<file path="src/rtl/fetch_ctrl_if.sv">
// rtl/fetch_ctrl_if.sv - fetch controller bus bundle: instruction memory, redirect and decode handshake
interface fetch_ctrl_if;
  logic        en;
  logic        imem_req;
  logic [31:0] imem_addr;
  logic        imem_ack;
  logic [31:0] imem_rdata;
  logic        redirect;
  logic [31:0] redirect_pc;
  logic        id_ready;
  logic        inst_valid;
  logic [31:0] inst;
  logic [31:0] inst_pc;
  logic [31:0] pc;
  logic [31:0] pc_next;
  logic        align_err;

  modport master (
    input  en, imem_ack, imem_rdata, redirect, redirect_pc, id_ready,
    output imem_req, imem_addr, inst_valid, inst, inst_pc, pc, pc_next, align_err
  );

  modport slave (
    output en, imem_ack, imem_rdata, redirect, redirect_pc, id_ready,
    input  imem_req, imem_addr, inst_valid, inst, inst_pc, pc, pc_next, align_err
  );
endinterface

</file>
<file path="src/rtl/fetch_ctrl.sv">
// rtl/fetch_ctrl.sv - single-outstanding instruction fetch controller
// Fetches one word at pc, holds it until decode accepts, redirect overrides everything.
module fetch_ctrl #(
  parameter logic [31:0] RESET_PC = 32'h0
) (
  input  logic        clk,
  input  logic        rst,
  fetch_ctrl_if.master bus
);

  typedef enum logic [1:0] {
    IDLE  = 2'd0,
    FETCH = 2'd1,
    HOLD  = 2'd2
  } state_e;

  state_e      state_q;
  logic [31:0] pc_q;
  logic [31:0] pc_d;
  logic [31:0] inst_q;
  logic [31:0] inst_pc_q;
  logic        inst_valid_q;
  logic        align_err_q;

  assign pc_d = pc_q + 32'd4;

  always_ff @(posedge clk) begin
    if (rst) begin
      state_q      <= IDLE;
      pc_q         <= RESET_PC;
      inst_q       <= 32'h0;
      inst_pc_q    <= 32'h0;
      inst_valid_q <= 1'b0;
      align_err_q  <= 1'b0;
    end else begin
      align_err_q <= 1'b0;
      // A redirect discards any coincident ack or decode acceptance.
      if (bus.redirect) begin
        pc_q         <= {bus.redirect_pc[31:2], 2'b00};
        inst_valid_q <= 1'b0;
        align_err_q  <= |bus.redirect_pc[1:0];
        state_q      <= bus.en ? FETCH : IDLE;
      end else begin
        case (state_q)
          IDLE: begin
            if (bus.en) state_q <= FETCH;
          end
          FETCH: begin
            if (bus.imem_ack) begin
              inst_q       <= bus.imem_rdata;
              inst_pc_q    <= pc_q;
              inst_valid_q <= 1'b1;
              pc_q         <= pc_d;
              state_q      <= HOLD;
            end
          end
          HOLD: begin
            if (bus.id_ready) begin
              inst_valid_q <= 1'b0;
              state_q      <= bus.en ? FETCH : IDLE;
            end
          end
          default: state_q <= IDLE;
        endcase
      end
    end
  end

  assign bus.imem_req   = (state_q == FETCH);
  assign bus.imem_addr  = pc_q;
  assign bus.pc         = pc_q;
  assign bus.pc_next    = pc_d;
  assign bus.inst       = inst_q;
  assign bus.inst_pc    = inst_pc_q;
  assign bus.inst_valid = inst_valid_q;
  assign bus.align_err  = align_err_q;

endmodule

</file>
<file path="src/flat_wrapper.sv">
// flat-port wrapper written by rule: the top's interface ports become plain ports
module fetch_ctrl_flat 
#(
  parameter logic [31:0] RESET_PC = 32'h0
)
  (clk, rst, bus_en, bus_imem_ack, bus_imem_rdata, bus_redirect, bus_redirect_pc, bus_id_ready, bus_imem_req, bus_imem_addr, bus_inst_valid, bus_inst, bus_inst_pc, bus_pc, bus_pc_next, bus_align_err);
  fetch_ctrl_if bus_i ();
  input  logic clk;
  input  logic rst;
  input wire logic [$bits(bus_i.en)-1:0] bus_en;
  input wire logic [$bits(bus_i.imem_ack)-1:0] bus_imem_ack;
  input wire logic [$bits(bus_i.imem_rdata)-1:0] bus_imem_rdata;
  input wire logic [$bits(bus_i.redirect)-1:0] bus_redirect;
  input wire logic [$bits(bus_i.redirect_pc)-1:0] bus_redirect_pc;
  input wire logic [$bits(bus_i.id_ready)-1:0] bus_id_ready;
  output wire logic [$bits(bus_i.imem_req)-1:0] bus_imem_req;
  output wire logic [$bits(bus_i.imem_addr)-1:0] bus_imem_addr;
  output wire logic [$bits(bus_i.inst_valid)-1:0] bus_inst_valid;
  output wire logic [$bits(bus_i.inst)-1:0] bus_inst;
  output wire logic [$bits(bus_i.inst_pc)-1:0] bus_inst_pc;
  output wire logic [$bits(bus_i.pc)-1:0] bus_pc;
  output wire logic [$bits(bus_i.pc_next)-1:0] bus_pc_next;
  output wire logic [$bits(bus_i.align_err)-1:0] bus_align_err;
  assign bus_i.en = bus_en;
  assign bus_i.imem_ack = bus_imem_ack;
  assign bus_i.imem_rdata = bus_imem_rdata;
  assign bus_i.redirect = bus_redirect;
  assign bus_i.redirect_pc = bus_redirect_pc;
  assign bus_i.id_ready = bus_id_ready;
  assign bus_imem_req = bus_i.imem_req;
  assign bus_imem_addr = bus_i.imem_addr;
  assign bus_inst_valid = bus_i.inst_valid;
  assign bus_inst = bus_i.inst;
  assign bus_inst_pc = bus_i.inst_pc;
  assign bus_pc = bus_i.pc;
  assign bus_pc_next = bus_i.pc_next;
  assign bus_align_err = bus_i.align_err;
  fetch_ctrl #(.RESET_PC(RESET_PC)) u_core (.clk(clk), .rst(rst), .bus(bus_i));
endmodule
</file>
<file path="config.mk">
export PLATFORM = sky130hd
export DESIGN_NAME = fetch_ctrl_flat
export DESIGN_NICKNAME = d
export VERILOG_FILES = /design/src/rtl/fetch_ctrl_if.sv /design/src/rtl/fetch_ctrl.sv /design/src/flat_wrapper.sv
export SDC_FILE = /design/constraint.sdc
export NUM_CORES = 1
export LEC_CHECK = 0
export ABC_CLOCK_PERIOD_IN_PS = 2200
export BUFFER_PORTS_ARGS = -buffer_cell sky130_fd_sc_hd__buf_2
export CAP_MARGIN = 20
export CORE_MARGIN = 4
export CORE_UTILIZATION = 47
export DETAILED_ROUTE_END_ITERATION = 16
export PLACE_DENSITY = 0.81
export SYNTH_ARGS = -nofsm -noshare
export SYNTH_HDL_FRONTEND = slang
export SYNTH_SLANG_ARGS = --single-unit
</file>
<file path="constraint.sdc">
create_clock -name clk -period 2.2 [get_ports clk]
set_clock_uncertainty 0.05 [all_clocks]
set_input_delay 0.11 -clock clk [delete_from_list [all_inputs] [get_ports clk]]
set_output_delay 0.11 -clock clk [all_outputs]
set_load 0.1 [all_outputs]
</file>
# Yosys cells after proc, flatten, opt, wreduce, memory -nomap -nowiden
# Cells that the tools add are included.
# classes
n_bitwise	1
n_addsub	1
n_eq_ne	7
n_mux	12
n_reduce_logical	12
# ops
op	n
32-bit 2-to-1 mux	3
32-bit by 3-bit adder with 32-bit output (second input constant)	1
3-bit != test (second input constant)	3
3-bit AND reduction	3
2-bit 2-to-1 mux	4
2-bit one-hot mux with 3 select lines	1
2-bit nonzero test	3
2-bit OR reduction	3
2-bit != test (second input constant)	2
2-bit AND reduction	2
1-bit 2-to-1 mux	3
2-bit by 1-bit equality test with 1-bit output (second input constant)	1
2-bit equality test (second input constant)	1
2-bit logical NOT	1
1-bit one-hot mux with 2 select lines	1
1-bit NOT	1
# totals
wordCells	40
inputBits	70
regBits	100
output_inout_bits	163

# Logic depth before layout (Yosys ltp)
# depth
word_depth	4
depth_mapped	7
ltp_nobuf	5

# Worst setup path after synthesis
# OpenSTA, ideal clock, no wires.
# synth_timing
path_type	register -> output
startpoint	register u_core.pc_q[3], in the netlist u_core.bus.imem_addr[3]
endpoint	output bus_pc_next[24]
path_slack_ns	-1.917
n_path_buf	1
path_stages_with_launch	7
required_time_ns	2.040
arrival_ns	3.957
cell_sequence	dfxtp_1 -> ha_1 -> nand4_1 -> nor4_1 -> buf_2 -> nand4_1 -> xnor2_1
# synth_via
elab_chain_cells	1
# synth_rtl
element	line_no	source
start, declared	fetch_ctrl.sv:18	logic [31:0] pc_q;
start signal, assigned	fetch_ctrl.sv:39	pc_q <= {bus.redirect_pc[31:2], 2'b00};
start signal, assigned	fetch_ctrl.sv:53	pc_q <= pc_d;
32-bit by 3-bit adder with 32-bit output	fetch_ctrl.sv:25	assign pc_d = pc_q + 32'd4;
end, declared	flat_wrapper.sv:22	output wire logic [$bits(bus_i.pc_next)-1:0] bus_pc_next;
# No other way between the ends.

# Worst setup path in the final report
# layout_timing
startpoint	register u_core.pc_q[3], in the netlist u_core.bus.imem_addr[3]
endpoint	output bus_pc_next[18]
# Same word-level chain as after synthesis.

==> metrics.txt <==
XOR/XNOR Fraction of Synth Area 6.48%; Placer Congestion around 0.87; Synth Register Bits between 90 and 100; io pins 233; P_leak 3.65 nW; number of synthesized flops with an enable pin 0; first-pass GRT wire length approximately 30000 um; clock latency on the worst-skew pair 380 ps; reg2reg end u_core.bus.imem_addr[23]; main area contributors after synthesis dfxtp_1 (39%), nand2_1 (11%), a21oi_1 (7.3%); mapped cell area 4870 sq um; WHS Path Cells 3; hold violation total from the final report 0; switching power between 2 and 2.5 mW; placed inst area 6940 sq um; Yosys top cell area share 39.5%; Achievable Freq 439 MHz; Vias 6032; Clock Sinks 96; VDD IR-drop max 0.630 mV; number of synthesis warnings 0; Int Pwr 2.73 mW; Clk pwr share 23.5%; cell row count 36; Min Hold Slack between 20 and 25 ps; largest net degree at the start of global routing 61; final instance area 8260 sq um; post-synthesis cell count between 600 and 700; die area 12000 sq um; Detailed Place HPWL 11900 um; Total GRT Usage about 32%; Register-to-Register Path Depth 5; max_slew headroom 60.7%; run status finished, violations left; hold path startpoint bus_en; adder-cell share of the synthesized area 0.257%; Die Wd around 110 um; kind of critical path register to output port; leading cell type in the layout, fill and taps excluded buf_2; MaxCap Viol Count 0; Vias/cell 5.66; Setup violations, final 11; pre-CTS setup slack roughly 130 ps; core area 9910 sq um; Antenna Violating Nets Remaining 0; Hold Path End u_core.state_q[0]; largest family of logic cells by synthesized area simple AND/OR/NAND/NOR gates; CP Capture Type output port; complex-gate fraction of the synthesized area 15.0%; clock root cell clkbuf_8; syn avg cell area 7.59 sq um; worst reg2reg startpoint u_core.bus.imem_addr[16]; Power Density 606 nW/um^2; port bufs 224; CTS tree done; fin nets approximately 1000; reg2reg setup slack -10 ps; largest area contributor in the netlist dfxtp_1; Worst Setup Start Kind register; final worst path period share 104%; DR WL/cell 19.0 um; crit path max fanout 6; Routed WL approximately 20000 um; Simple-Gate Fraction of Synth Area 27.5%; Flop pwr share 37.6%; total CTS buffers 9; worst hold path class primary input to register; Slew Limit Fails 0; Final min period 2280 ps; Pre-antenna DRT Iters 6; Initial Util 49.1%; unrepaired setup endpoints after global routing yes; Die Ht around 110 um; commonest non-fill, non-tap cells in the layout buf_2 (200), nand2_1 (144), a21oi_1 (71); actual slew at the worst max-slew pin 589 ps; H-tree levels 3; antenna violations before repair 0; clock slew at reported path FFs 110 ps; final std cells w/o fill 1065; residual DRC count 0; vias in the first global route 6010; Remaining Overflow, GRT 0; Combinational Power Share 38.9%; mux cell area share after synthesis 0%; Placed Cells 937; Starting DRT DRC Count 566; switch share 45.6%; violated checks negative setup slack; Worst EP arrival between 2000 and 2500 ps; post-synth cell types 48; share of cells above drive strength 1 44.2%; share of synthesized registers carrying an async set or reset 0%; register area share after synthesis 39.5%; CTS max path bufs 2; area grow syn2layout 69.8%; ys flop type dfxtp_1; critical path data required time 2040 ps; min setup slack post-route -79.6 ps
[worst max-delay path: stages, from the launching register on]
cell     delay, ps
dfxtp_4        390
ha_4           150
and4_2         300
nand3_4        200
nor3_4         310
xor2_4         200
buf_12         190
[sequential cells by signal, summed over array words and instances (netlist names)]
register,flops
u_core.bus.inst,32
u_core.bus.inst_valid,1
u_core.bus.align_err,1
u_core.bus.inst_pc,30
u_core.bus.imem_addr,30
u_core.state_q,2
[Yosys cell counts (2+ instances only)]
cell,n
xnor2_1,18
nand3_1,16
a211oi_1,9
buf_1,2
nand2_1,147
inv_1,8
nor3_1,16
nand4_1,15
clkbuf_1,38
or3_1,8
nor2b_1,3
dfxtp_1,96
a2111oi_0,5
or4_1,6
nand3b_1,3
buf_2,12
nor2_1,42
o31a_1,2
o21ai_0,9
and4_1,8
nor4_1,4
buf_4,39
a21oi_1,71
and2_1,3
a311oi_1,12
a31oi_1,2
and3_1,4
nor3b_1,4
o31ai_1,3
xor2_1,18
[layout make-up]
type	count	area [sq um]
well taps	133	166
clock inverters	7	72.6
flip-flops and latches	96	2020
repair buffers	358	2640
clock buffers	9	124
diodes	2	5.00
multi-input cells	451	3200
inverters	9	37.5
fillers	588	1650
[worst max path at each step]
stage | from | endpoint | slack, ps | cells past startpoint
after floorplan | u_core.bus.imem_addr[2] | bus_pc_next[24] | -350 | 6
after global placement | u_core.bus.imem_addr[2] | bus_pc_next[24] | 130 | 7
after detailed placement | u_core.bus.imem_addr[2] | bus_pc_next[24] | 130 | 7
after CTS | u_core.bus.imem_addr[3] | bus_pc_next[24] | -60 | 7
after global routing | u_core.bus.imem_addr[3] | bus_pc_next[24] | -220 | 7
final | u_core.bus.imem_addr[3] | bus_pc_next[18] | -80 | 6
[through the flow]
stage	util, %	total power, mW	setup TNS [ps]
4_1_cts	81.5	4.94	-210
6_report	83.4	5.01	-438
3_5_place_dp	70.0	3.67	0
2_1_floorplan	-	3.37	-3380
3_3_place_gp	70.0	3.65	0
5_1_grt	83.3	5.13	-1760
[kinds of logic (layout without fill, tap and decap cells)]
family	Yosys count	in the layout
AO/OA/AOI/OAI	120	120
XOR/XNOR	36	36
adder cells (fa/ha/maj)	1	1
buffers and inverters	101	383
flip-flops	96	96
other	1	10
AND/OR/NAND/NOR	286	286
[timing repair]
action | in CTS | in global routing
pin swaps | 21 | 11
resized for setup | 15 | 22
setup buffers | 37 | 13
endpoints found under the setup margin | 23 | 22
hold endpoints to repair | 59 | 0
hold buffers | 60 | 0
[power by group through the flow]
stage / sequential, mW / clock, mW / combinational [mW]
after floorplan: 2.35 / 0 / 1.03
after global placement: 1.96 / 0 / 1.69
after detailed placement: 1.97 / 0 / 1.70
after CTS: 1.87 / 1.18 / 1.90
after global routing: 1.89 / 1.24 / 2.01
final: 1.88 / 1.18 / 1.95
[layer usage]
layer | GRT usage [%] | vias up | share of wire [%]
met2 | 56.8 | 392 | 52
met4 | 16.6 | 0 | 3.7
met5 | 0 | - | 0
met3 | 7.52 | 71 | 9.0
li1 | - | 2721 | -
met1 | 36.1 | 2848 | 35
No activity file was read; power rests on OpenSTA's default activity.
